`src/rtl/scalar_writeback_arbiter.sv`:
```
// Scalar register-file write port: per-source result FIFOs, a round-robin
// arbiter that issues one registered write per cycle, and a pending-register bitmap.
module scalar_writeback_arbiter #(
  parameter int N_SRC  = 3,
  parameter int DATA_W = 36,
  parameter int ADDR_W = 5,
  parameter int DEPTH  = 2
) (
  input  logic                       clk,
  input  logic                       rst_n,
  input  logic [N_SRC-1:0]           src_valid,
  output logic [N_SRC-1:0]           src_ready,
  input  logic [N_SRC*ADDR_W-1:0]    src_addr,
  input  logic [N_SRC*DATA_W-1:0]    src_data,
  output logic                       we,
  output logic [ADDR_W-1:0]          write_addr,
  output logic [DATA_W-1:0]          write_data,
  output logic [(2**ADDR_W)-1:0]     pending,
  output logic                       idle
);

  localparam int PTR_W = (DEPTH > 1) ? $clog2(DEPTH) : 1;
  localparam int CNT_W = PTR_W + 1;
  localparam int SRC_W = (N_SRC > 1) ? $clog2(N_SRC) : 1;

  // Handshake: a source transfers on a rising edge where src_valid & src_ready;
  // src_ready depends only on the registered FIFO count, and a source that sees
  // ready low must hold valid and its payload until it transfers.

  logic [ADDR_W-1:0] mem_addr [N_SRC][DEPTH];
  logic [DATA_W-1:0] mem_data [N_SRC][DEPTH];
  logic [PTR_W-1:0]  wr_ptr   [N_SRC];
  logic [PTR_W-1:0]  rd_ptr   [N_SRC];
  logic [CNT_W-1:0]  count    [N_SRC];

  logic [N_SRC-1:0]  push;
  logic [N_SRC-1:0]  pop;
  logic [N_SRC-1:0]  not_empty;
  logic              grant_valid;
  logic [SRC_W-1:0]  grant_idx;
  logic [SRC_W-1:0]  last_grant;

  always_comb begin
    src_ready = '0;
    push      = '0;
    pop       = '0;
    not_empty = '0;
    for (int i = 0; i < N_SRC; i++) begin
      src_ready[i] = (count[i] != CNT_W'(DEPTH));
      push[i]      = src_valid[i] & (count[i] != CNT_W'(DEPTH));
      pop[i]       = grant_valid && (grant_idx == SRC_W'(i));
      not_empty[i] = (count[i] != '0);
    end
  end

  // Search starts one past the last winner and wraps, so each busy source
  // waits at most N_SRC-1 grants.
  always_comb begin : arb_comb
    int idx;
    idx         = 0;
    grant_valid = 1'b0;
    grant_idx   = '0;
    for (int k = 1; k <= N_SRC; k++) begin
      idx = (int'(last_grant) + k) % N_SRC;
      if (!grant_valid && not_empty[idx]) begin
        grant_valid = 1'b1;
        grant_idx   = SRC_W'(idx);
      end
    end
  end

  always_ff @(posedge clk or negedge rst_n) begin
    if (!rst_n) begin
      for (int i = 0; i < N_SRC; i++) begin
        wr_ptr[i] <= '0;
        rd_ptr[i] <= '0;
        count[i]  <= '0;
      end
    end else begin
      for (int i = 0; i < N_SRC; i++) begin
        if (push[i]) wr_ptr[i] <= wr_ptr[i] + PTR_W'(1);
        if (pop[i])  rd_ptr[i] <= rd_ptr[i] + PTR_W'(1);
        count[i] <= count[i] + CNT_W'(push[i]) - CNT_W'(pop[i]);
      end
    end
  end

  // Storage needs no reset: entries are only observed while counted as valid.
  always_ff @(posedge clk) begin
    for (int i = 0; i < N_SRC; i++) begin
      if (push[i]) begin
        mem_addr[i][wr_ptr[i]] <= src_addr[i*ADDR_W +: ADDR_W];
        mem_data[i][wr_ptr[i]] <= src_data[i*DATA_W +: DATA_W];
      end
    end
  end

  always_ff @(posedge clk or negedge rst_n) begin
    if (!rst_n) begin
      we         <= 1'b0;
      write_addr <= '0;
      write_data <= '0;
      last_grant <= SRC_W'(N_SRC - 1);
    end else begin
      we <= grant_valid;
      if (grant_valid) begin
        write_addr <= mem_addr[grant_idx][rd_ptr[grant_idx]];
        write_data <= mem_data[grant_idx][rd_ptr[grant_idx]];
        last_grant <= grant_idx;
      end
    end
  end

  // An entry is live when its distance from the read pointer is below the count.
  always_comb begin : pending_comb
    logic [PTR_W-1:0] offset;
    offset  = '0;
    pending = '0;
    for (int i = 0; i < N_SRC; i++) begin
      for (int j = 0; j < DEPTH; j++) begin
        offset = PTR_W'(j) - rd_ptr[i];
        if (CNT_W'(offset) < count[i]) pending[mem_addr[i][j]] = 1'b1;
      end
    end
    if (we) pending[write_addr] = 1'b1;
  end

  assign idle = ~(|not_empty) & ~we;

endmodule

```
`config.mk`:
```
export PLATFORM = sky130hd
export DESIGN_NAME = scalar_writeback_arbiter
export DESIGN_NICKNAME = d
export VERILOG_FILES = /design/src/rtl/scalar_writeback_arbiter.sv
export SDC_FILE = /design/constraint.sdc
export NUM_CORES = 1
export LEC_CHECK = 0
export BUFFER_PORTS_ARGS = -buffer_cell sky130_fd_sc_hd__buf_2
export CAP_MARGIN = 5
export CORE_ASPECT_RATIO = 0.9
export CORE_MARGIN = 2
export CORE_UTILIZATION = 57
export CTS_CLUSTER_DIAMETER = 50
export DETAILED_ROUTE_END_ITERATION = 8
export PLACE_DENSITY_LB_ADDON = 0.12
export SYNTH_ARGS = -nofsm -noshare
export SYNTH_HDL_FRONTEND = slang
export SYNTH_SLANG_ARGS = --single-unit
```
`constraint.sdc`:
```
create_clock -name clk -period 3.4 [get_ports clk]
set_input_delay 0.34 -clock clk [delete_from_list [all_inputs] [get_ports clk]]
set_output_delay 0.34 -clock clk [all_outputs]
set_load 0.01 [all_outputs]
```
Yosys cells after proc, flatten, opt, wreduce, memory -nomap -nowiden

Memories as Yosys holds them, arrays and structs flattened.
Cells that the tools add are included.

Flip-flop bits (word level): 56
RAM bits: 246
Input port bits: 128
Word-level logic and storage cells: 180
Memories: 2

Memory list:

| memory   | words | width | read ports | clocked after Yosys merged registers in | wr ports | line | source |
|---|---|---|---|---|---|---|---|
| mem_data | 3     | 72    | 1          | 0                                       | 3        | 31   | `logic [DATA_W-1:0] mem_data [N_SRC][DEPTH];` |
| mem_addr | 3     | 10    | 4          | 0                                       | 3        | 30   | `logic [ADDR_W-1:0] mem_addr [N_SRC][DEPTH];` |

Add/sub/neg operators: 21
Div/mod/pow operators: 3
$lt $le $gt $ge: 31
Equal/unequal tests: 5
Multiplexer cells: 66
Bitwise operators: 17
Reduce and logical (&&, ||, !) cells: 22

Operator list:

| operator                                                                            | count |
|---|---|
| 32-bit two-way mux                                                                  | 7 |
| 36-bit two-way mux                                                                  | 6 |
| 72-bit two-way mux                                                                  | 3 |
| 32-bit bitwise OR                                                                   | 6 |
| 36-bit demux with 1-bit select                                                      | 3 |
| 32-bit by 4-bit less-than comparator with 1-bit output, second input constant       | 3 |
| 32-bit by 3-bit modulo with 32-bit output, second input constant                    | 3 |
| 5-bit by 6-bit less-than comparator with 1-bit output, second input constant        | 7 |
| 1-bit demux with 5-bit select                                                       | 7 |
| 5-bit by 1-bit greater-or-equal comparator with 1-bit output, second input constant | 7 |
| 10-bit two-way mux                                                                  | 3 |
| 5-bit two-way mux                                                                   | 6 |
| 1-bit two-way mux                                                                   | 21 |
| 5-bit demux with 1-bit select                                                       | 3 |
| 1-bit logical AND                                                                   | 15 |
| 1-bit by 2-bit less-than comparator with 1-bit output                               | 6 |
| 1-bit binary-select mux with 2-bit select                                           | 4 |
| 2-bit greater-or-equal comparator, second input constant                            | 4 |
| 1-bit NOT with 2-bit output                                                         | 4 |
| 1-bit adder, second input constant                                                  | 6 |
| 2-bit by 1-bit adder with 2-bit output                                              | 3 |
| 2-bit by 2-bit adder with 3-bit output, second input constant                       | 2 |
| 2-bit by 1-bit less-than comparator with 1-bit output, second input constant        | 3 |
| 2-bit two-way mux                                                                   | 3 |
| other kinds (14)                                                                    | 30 |

Longest topological paths before layout

Gate-level depths: netlist of the first run.

Word-level depth: 20
Depth in mapped cells: 15

Least setup slack after synthesis of the first run

OpenSTA, ideal clock, no wires.

Kind: register to register
From: register count[4] in the netlist's numbering
To: memory mem_addr[0][5] in the netlist's numbering, enable pin
Library setup time: 0.439 ns
Arrival: 2.504 ns
Required time: 2.961 ns
Path slack: 0.457 ns
Cell stages (with the launch flop): 4
Path buffers: 0
Cell sequence: dfrtp_1 -> nand2b_1 -> nand2_1 -> nor2_1

RTL lines:

| element                          | line | source |
|---|---|---|
| start: declaration               | 34   | `logic [CNT_W-1:0] count [N_SRC];` |
| start signal: indexed assignment | 83   | `count[i] <= count[i] + CNT_W'(push[i]) - CNT_W'(pop[i]);` |
| end: declaration                 | 30   |  |

Final worst setup path of the first run

From: register last_grant[1]
To: register write_data[22]

Longest elaborated chain between the ends: 20

Ends and longest elaborated chain:

| element                                               | line | source |
|---|---|---|
| start: declaration                                    | 41   | `logic [SRC_W-1:0] last_grant;` |
| start signal: assignment                              | 103  | `last_grant <= SRC_W'(N_SRC - 1);` |
| start signal: assignment                              | 109  | `last_grant <= grant_idx;` |
| 2-bit by 1-bit adder with 3-bit output                | 64   | `idx = (int'(last_grant) + k) % N_SRC;` |
| 32-bit by 3-bit modulo with 32-bit output             | 64   |  |
| 1-bit binary-select mux with 2-bit select             | 65   | `if (!grant_valid && not_empty[idx]) begin` |
| 1-bit two-way mux (implied by the code) (2 in a row)  | 65   |  |
| 1-bit two-way mux                                     | 65   |  |
| 1-bit logical NOT                                     | 65   |  |
| 1-bit logical AND                                     | 65   |  |
| 1-bit two-way mux                                     | 65   |  |
| 1-bit logical NOT                                     | 65   |  |
| 1-bit logical AND                                     | 65   |  |
| 2-bit two-way mux                                     | 65   |  |
| 2-bit NOT with 3-bit output (implied by the code)     | 108  | `write_data <= mem_data[grant_idx][rd_ptr[grant_idx]];` |
| 1-bit binary-select mux with 2-bit select             | 108  |  |
| 1-bit two-way mux (implied by the code) (2 in a row)  | 108  |  |
| 1-bit NOT with 2-bit output (implied by the code)     | 108  |  |
| 36-bit two-way mux (implied by the code) (3 in a row) | 108  |  |
| end signal: assignment                                | 108  |  |
| end: declaration                                      | 17   | `output logic [DATA_W-1:0] write_data,` |

Several ways; a longest one is shown, not always the timed one. The select of a mux whose other input is x is not followed.
A chain may end at the register's enable or synchronous reset.

==> results of run 1 <==
## placed cells by master, fill, tap and decap left out, types with 4 or more instances in the layout
cell type,netlist,routed
inv_1,11,11
clkinv_1,0,4
clkbuf_1,54,8
and3_1,9,6
nor3_1,15,15
a311oi_1,24,24
ha_1,8,8
buf_2,14,205
o21ai_0,4,4
or3b_2,5,5
and3b_1,14,14
clkbuf_16,0,31
nor3b_1,23,16
buf_12,0,6
dlygate4sd3_1,0,124
a311oi_2,17,17
a21oi_1,18,18
a221oi_1,21,21
nor3b_2,1,8
a31oi_1,41,41
clkinv_2,0,6
o211ai_1,12,12
buf_4,0,16
edfxtp_1,246,246
a221o_1,41,41
nand3_1,22,21
nand2_1,201,201
o22ai_1,22,22
a22oi_1,39,39
nand2b_1,4,4
xnor2_1,11,11
dfrtp_1,55,55
nand4_1,4,4
nor2_1,111,108
nand3b_1,9,9
## report_power, final
part	internal (mW)	switching (mW)	total (mW)
sequential	5.27	0.779	6.05
clock	1.91	1.43	3.34
combinational	3.36	5.70	9.06
total	10.5	7.91	18.4
## worst reg2reg max path: stages, from the launching register on
cell	delay (ns)
dfstp_2	0.53
ha_1	0.25
nor3b_2	0.33
o22ai_1	0.17
or2_4	0.37
inv_2	0.12
buf_12	0.34
nand2_1	0.20
a21oi_4	0.20
buf_6	0.30
a221o_1	0.26
## cell type report
| type | count | area share [%] |
|---|---|---|
| Antenna cell | 3 | 0.0439 |
| Clock buffer | 42 | 4.95 |
| Clock inverter | 16 | 0.937 |
| Inverter | 13 | 0.285 |
| Multi-Input combinational cell | 706 | 25.4 |
| Sequential cell | 302 | 51.4 |
| Tap cell | 302 | 2.21 |
| Timing Repair Buffer | 352 | 14.7 |
## cells by family after synthesis
kind of cell	after synthesis	synth area share, %
AND/OR/NAND/NOR	431	14.6
buffers and inverters	91	2.95
flip-flops	302	65.4
AO/OA/AOI/OAI	256	15.6
adder cells (fa/ha/maj)	8	0.744
XOR/XNOR	11	0.717
## registers in the layout (all words and copies together), names as in the netlist
name        count
mem_data      216
write_data     36
mem_addr       30
count           6
write_addr      5
rd_ptr          3
wr_ptr          3
last_grant      2
we              1
## cell usage after synthesis, drive strengths merged (2+ instances only)
| cell type | n | area share [%] |
|---|---|---|
| nor2 | 111 | 3.1 |
| or3 | 3 | 0.14 |
| or2 | 5 | 0.23 |
| nand3 | 22 | 0.82 |
| clkbuf | 54 | 1.5 |
| a311oi | 41 | 3.5 |
| a22oi | 39 | 2.2 |
| buf | 24 | 1.1 |
| o22ai | 22 | 1.0 |
| nand2b | 4 | 0.19 |
| a22o | 3 | 0.20 |
| o211ai | 12 | 0.67 |
| nand3b | 9 | 0.50 |
| a221o | 41 | 3.1 |
| o21bai | 2 | 0.11 |
| nor3 | 15 | 0.56 |
| nor2b | 2 | 0.093 |
| dfrtp | 55 | 10 |
| and2 | 2 | 0.093 |
| nand2 | 201 | 5.6 |
| o21ai | 4 | 0.15 |
| inv | 13 | 0.36 |
| nor3b | 24 | 1.4 |
| and3 | 9 | 0.42 |
| edfxtp | 246 | 55 |
| xnor2 | 11 | 0.72 |
| nand4 | 4 | 0.19 |
| or3b | 5 | 0.33 |
| and3b | 14 | 0.91 |
| a21o | 2 | 0.11 |
| ha | 8 | 0.74 |
| a31oi | 41 | 1.9 |
| a21oi | 19 | 0.74 |
| a221oi | 21 | 1.4 |
| o2111ai | 2 | 0.18 |
## what timing repair did
| action | in CTS | in global routing |
|---|---|---|
| endpoints found under the setup margin | 0 | 1 |
| gates resized for setup | 0 | 1 |
| endpoints found under the hold margin | 263 | 0 |
| buffers inserted | 0 | 0 |
| hold buffers | 124 | 0 |
## stage by stage
stage          power (mW)  setup slack [ns]  util [%]
5_1_grt              19.4            0.0676      73.4
4_1_cts              18.2             0.211      73.4
6_report             18.4             0.250      73.5
3_5_place_dp         14.8             0.277      63.7
2_1_floorplan        12.1             0.457         -
3_3_place_gp         14.5             0.410      63.7
## worst max-delay path by stage
stage | start | end | slack, ns
2_1_floorplan | count[4] | mem_addr[0][5] | 0.46
6_report | last_grant[1] | write_data[22] | 0.25
3_5_place_dp | last_grant[1] | write_data[29] | 0.28
3_3_place_gp | last_grant[1] | write_data[31] | 0.41
4_1_cts | last_grant[1] | write_data[34] | 0.21
5_1_grt | last_grant[1] | write_data[22] | 0.07
## per-layer routing
metal	routed length, µm	part of all wire [%]	vias up
met5	0	0	-
met4	1540	3.6	0
li1	-	-	4841
met1	16400	39	5347
met3	4680	11	161
met2	19600	46	780
==> impl_metrics.json, run 1 <==
{
  "track_usage_pct": 33.5,
  "cp_max_fo": 84,
  "ys_warn_count": 0,
  "power_leakage_nw": 6.56,
  "r2r-start": "last_grant[1]",
  "whs_path_depth": 3,
  "postSynth.asyncResetShare_pct": 18.5,
  "initial_core_util_pct": 57.8,
  "multiInputGateArea_mm2": 0.00435,
  "layout-drive-gt1-share_pct": 22.4,
  "report.final.setup_viol": 0,
  "crit_cells": 10,
  "die_w_um": 166,
  "r2r_end": "write_data[22]",
  "vias_per_cell": 6.41,
  "cp-end-kind": "register",
  "fin_crit_ns": 3.15,
  "path_buf_inv": 3,
  "hpwlAfterDp_um": 24800,
  "grt_max_degree": 85,
  "maxCapViolCount": 0,
  "p_per_area_mw_per_mm2": 1080,
  "met2_usage_pct": 54.1,
  "worst-setup-path-type": "reg -> reg",
  "core_mm2": 0.0233,
  "stdcell_count": 1736,
  "antenna_left": 0,
  "cp.required_ns": 3.90,
  "synth-seq-cells": 302,
  "synth_flop_cell": "edfxtp_1",
  "max_freq_mhz": 317,
  "holdCritStartpoint": "src_valid[1]",
  "io_pins": 206,
  "cp-start-kind": "register",
  "min_period_over_period_pct": 92.6,
  "antenna_found_initial": 2,
  "path_clk_slew_ns": 0.07,
  "cpPeakStageDelay_ns": 0.53,
  "place_inst": 1551,
  "syn_nets": 1235,
  "die-height_um": 150,
  "drcViolationCount": 0,
  "globalplace.congestion": 0.968,
  "cts-root-buf": "clkbuf_16",
  "drt_iter0_drc": 1539,
  "hp-class": "in -> reg",
  "area_growth_pct": 27.2,
  "cts.htree.levels": 1,
  "grt_pass1_wl_um": 63500,
  "fin_area_mm2": 0.0171,
  "cp_top_family": "simple AND/OR/NAND/NOR gates",
  "irDropWorstVdd_mv": 1.07,
  "synthCells": 1099,
  "top_usage_layer": "met2",
  "via_count": 11129,
  "r2r_slack_ns": 0.25,
  "cts_tree": "done",
  "clock-sinks": 302,
  "hold_viol": 0,
  "rsz0062_at_grt": "false",
  "min_to": "wr_ptr[1]",
  "met1_usage_pct": 45.2,
  "cts_buffers": 31,
  "synth-edff-count": 246,
  "overflow": 0,
  "regArea_mm2": 0.00879,
  "ys_types": 52,
  "use_met3_pct": 7.38,
  "avgRoutedWirePerCell_um": 24.3,
  "finalNetCount": 1542,
  "crit_chain": "ha_1, nor3b_2, o22ai_1, or2_4, inv_2, buf_12, nand2_1, a21oi_4, buf_6, a221o_1",
  "tightest_slew_ns": 0.976,
  "port_buffers": 205,
  "wl_um": 42300,
  "grt_pass1_vias": 11072,
  "num_rows": 53,
  "n_fill_cell": 1560,
  "ff2ff_path_depth": 10,
  "cp.arrival_ns": 3.65,
  "clock_skew_ns": 0.0170,
  "synth_area_per_cell_um2": 12.2,
  "whs_ns": 0.161,
  "synth_area_mm2": 0.0134,
  "outcome": "finished, final reports clean",
  "max-clock-path-buffers": 3,
  "insertion_delay_ns": 0.57,
  "max_slew_margin_pct": 34.7,
  "critPathSlowestCell": "dfstp_2",
  "firstDrtPassIters": 7,
  "timing.setup.tns_ns": 0,
  "seq_area_frac_synth_pct": 65.4,
  "die_area_mm2": 0.0248,
  "post_dp_cell_area_mm2": 0.0148,
  "slew_viol_final": 0
}
Note: power is estimated with default switching activity, not from simulation.
==> run 2, diff against run 1 <==
--- a/config.mk
+++ b/config.mk
@@ -11,3 +11,4 @@
 export CORE_MARGIN = 2
-export CORE_UTILIZATION = 57
+export CORE_UTILIZATION = 59
+export CTS_BUF_LIST = sky130_fd_sc_hd__clkbuf_2
 export CTS_CLUSTER_DIAMETER = 50
--- a/constraint.sdc
+++ b/constraint.sdc
@@ -3,2 +3,2 @@
 set_output_delay 0.34 -clock clk [all_outputs]
-set_load 0.01 [all_outputs]
+set_load 0.1 [all_outputs]
==> impl_metrics.json, run 2 (synthesis results as in run 1) <==
{
  "outcome": "finished, final reports clean",
  "insertion_delay_ns": 0.91,
  "area_growth_pct": 25.4,
  "grt_pass1_vias": 11532,
  "tightest_slew_ns": 1.05,
  "die_w_um": 163,
  "cp-end-kind": "output port",
  "finalNetCount": 1597,
  "layout_commonest_cell": "edfxtp_1",
  "regArea_mm2": 0.00879,
  "antenna_found_initial": 2,
  "slew_viol_final": 0,
  "via_count": 11507,
  "die-height_um": 147,
  "path_buf_inv": 1,
  "critPathSlowestCell": "and3b_1",
  "overflow": 0,
  "cp_top_family": "simple AND/OR/NAND/NOR gates",
  "layout-drive-gt1-share_pct": 26.8,
  "cpPeakStageDelay_ns": 0.64,
  "cp_max_fo": 8,
  "num_rows": 52,
  "cp-start-kind": "register",
  "hp-class": "in -> reg",
  "worst-setup-path-type": "reg -> out",
  "drcViolationCount": 0,
  "cts.htree.levels": 3,
  "hpwlAfterDp_um": 24700,
  "firstDrtPassIters": 6,
  "cts-root-buf": "clkbuf_2",
  "clock-sinks": 302,
  "report.final.setup_viol": 0,
  "globalplace.congestion": 1.00,
  "drt_iter0_drc": 1323,
  "maxCapViolCount": 0,
  "post_dp_cell_area_mm2": 0.0148,
  "max_freq_mhz": 302,
  "min_period_over_period_pct": 97.5,
  "grt_pass1_wl_um": 63300,
  "vias_per_cell": 6.32,
  "cts_tree": "done",
  "largest_reg_flops": 216,
  "clock_skew_ns": 0.112,
  "n_fill_cell": 1485,
  "hold_viol": 0,
  "wl_um": 42300,
  "crit_chain": "a21oi_2, and3b_1, a222oi_1, nand4_1, buf_2",
  "grt_max_degree": 89,
  "max-clock-path-buffers": 3,
  "fin_area_mm2": 0.0169,
  "fin_crit_ns": 3.32,
  "cp.required_ns": 3.06,
  "cts_buffers": 72,
  "io_pins": 206,
  "multiInputGateArea_mm2": 0.00435,
  "die_area_mm2": 0.0240,
  "cp.arrival_ns": 2.98,
  "antenna_left": 0,
  "port_buffers": 205,
  "core_mm2": 0.0224,
  "cts_setup_buffers": 0,
  "track_usage_pct": 35.3,
  "max_slew_margin_pct": 30.3,
  "initial_core_util_pct": 59.9,
  "avgRoutedWirePerCell_um": 23.2,
  "path_clk_slew_ns": 0.14,
  "layout_common_cells": "edfxtp_1 (246), buf_2 (204), nand2_1 (201)"
}
run 2: final cells by class:
cell class	instances	share of cell area, %
inverters	13	0.289
well taps	297	2.20
multi-input cells	706	25.8
clock inverters	21	0.920
clock buffers	112	3.32
diodes	3	0.0445
repair buffers	366	15.3
flip-flops and latches	302	52.1
run 2: path summary, 6_finish.rpt:
path / start / cells after the start / endpoint / slack, ns
max in group asynchronous: rst_n / 3 / last_grant[1] / 2.27
worst max register to register: last_grant[1] / 10 / write_data[31] / 0.27
min in group asynchronous: rst_n / 2 / write_data[26] / 0.19
worst min-delay path: src_data[47] / 2 / mem_data[1][11] / 0.16
worst min register to register: write_data[25] / 1 / write_data[25] / 0.52
worst max-delay path: count[4] / 5 / pending[27] / 0.08
run 2: repair_timing:
item,4_1_cts,5_1_grt
endpoints found under the hold margin,280,0
setup endpoints to repair,7,14
gates resized for setup,1,9
hold buffers,127,0
run 2: layer usage:
layer	part of all wire, %	vias to the layer above	track usage, %
met5	0.026	-	0
met1	37	5510	44.1
li1	-	5000	-
met4	3.9	2	18.9
met2	48	823	56.5
met3	12	172	9.37
run 2: per-stage QoR:
stage	setup WS (ns)	cells	setup TNS [ns]	util, %	hold slack [ns]
CTS	0.0563	1817	0	74.9	0.0990
global route	-0.0191	1819	-0.0220	75.1	0.111
floorplan	0.0625	1099	0	-	0.0444
detailed placement	0.376	1557	0	66.1	0.499
global placement	0.504	1557	0	66.1	0.492
finish	0.0841	1820	0	75.1	0.156
Power of run 2 is not shown: default switching activity piles up to over one toggle a cycle in this logic, so the estimate is an artifact.
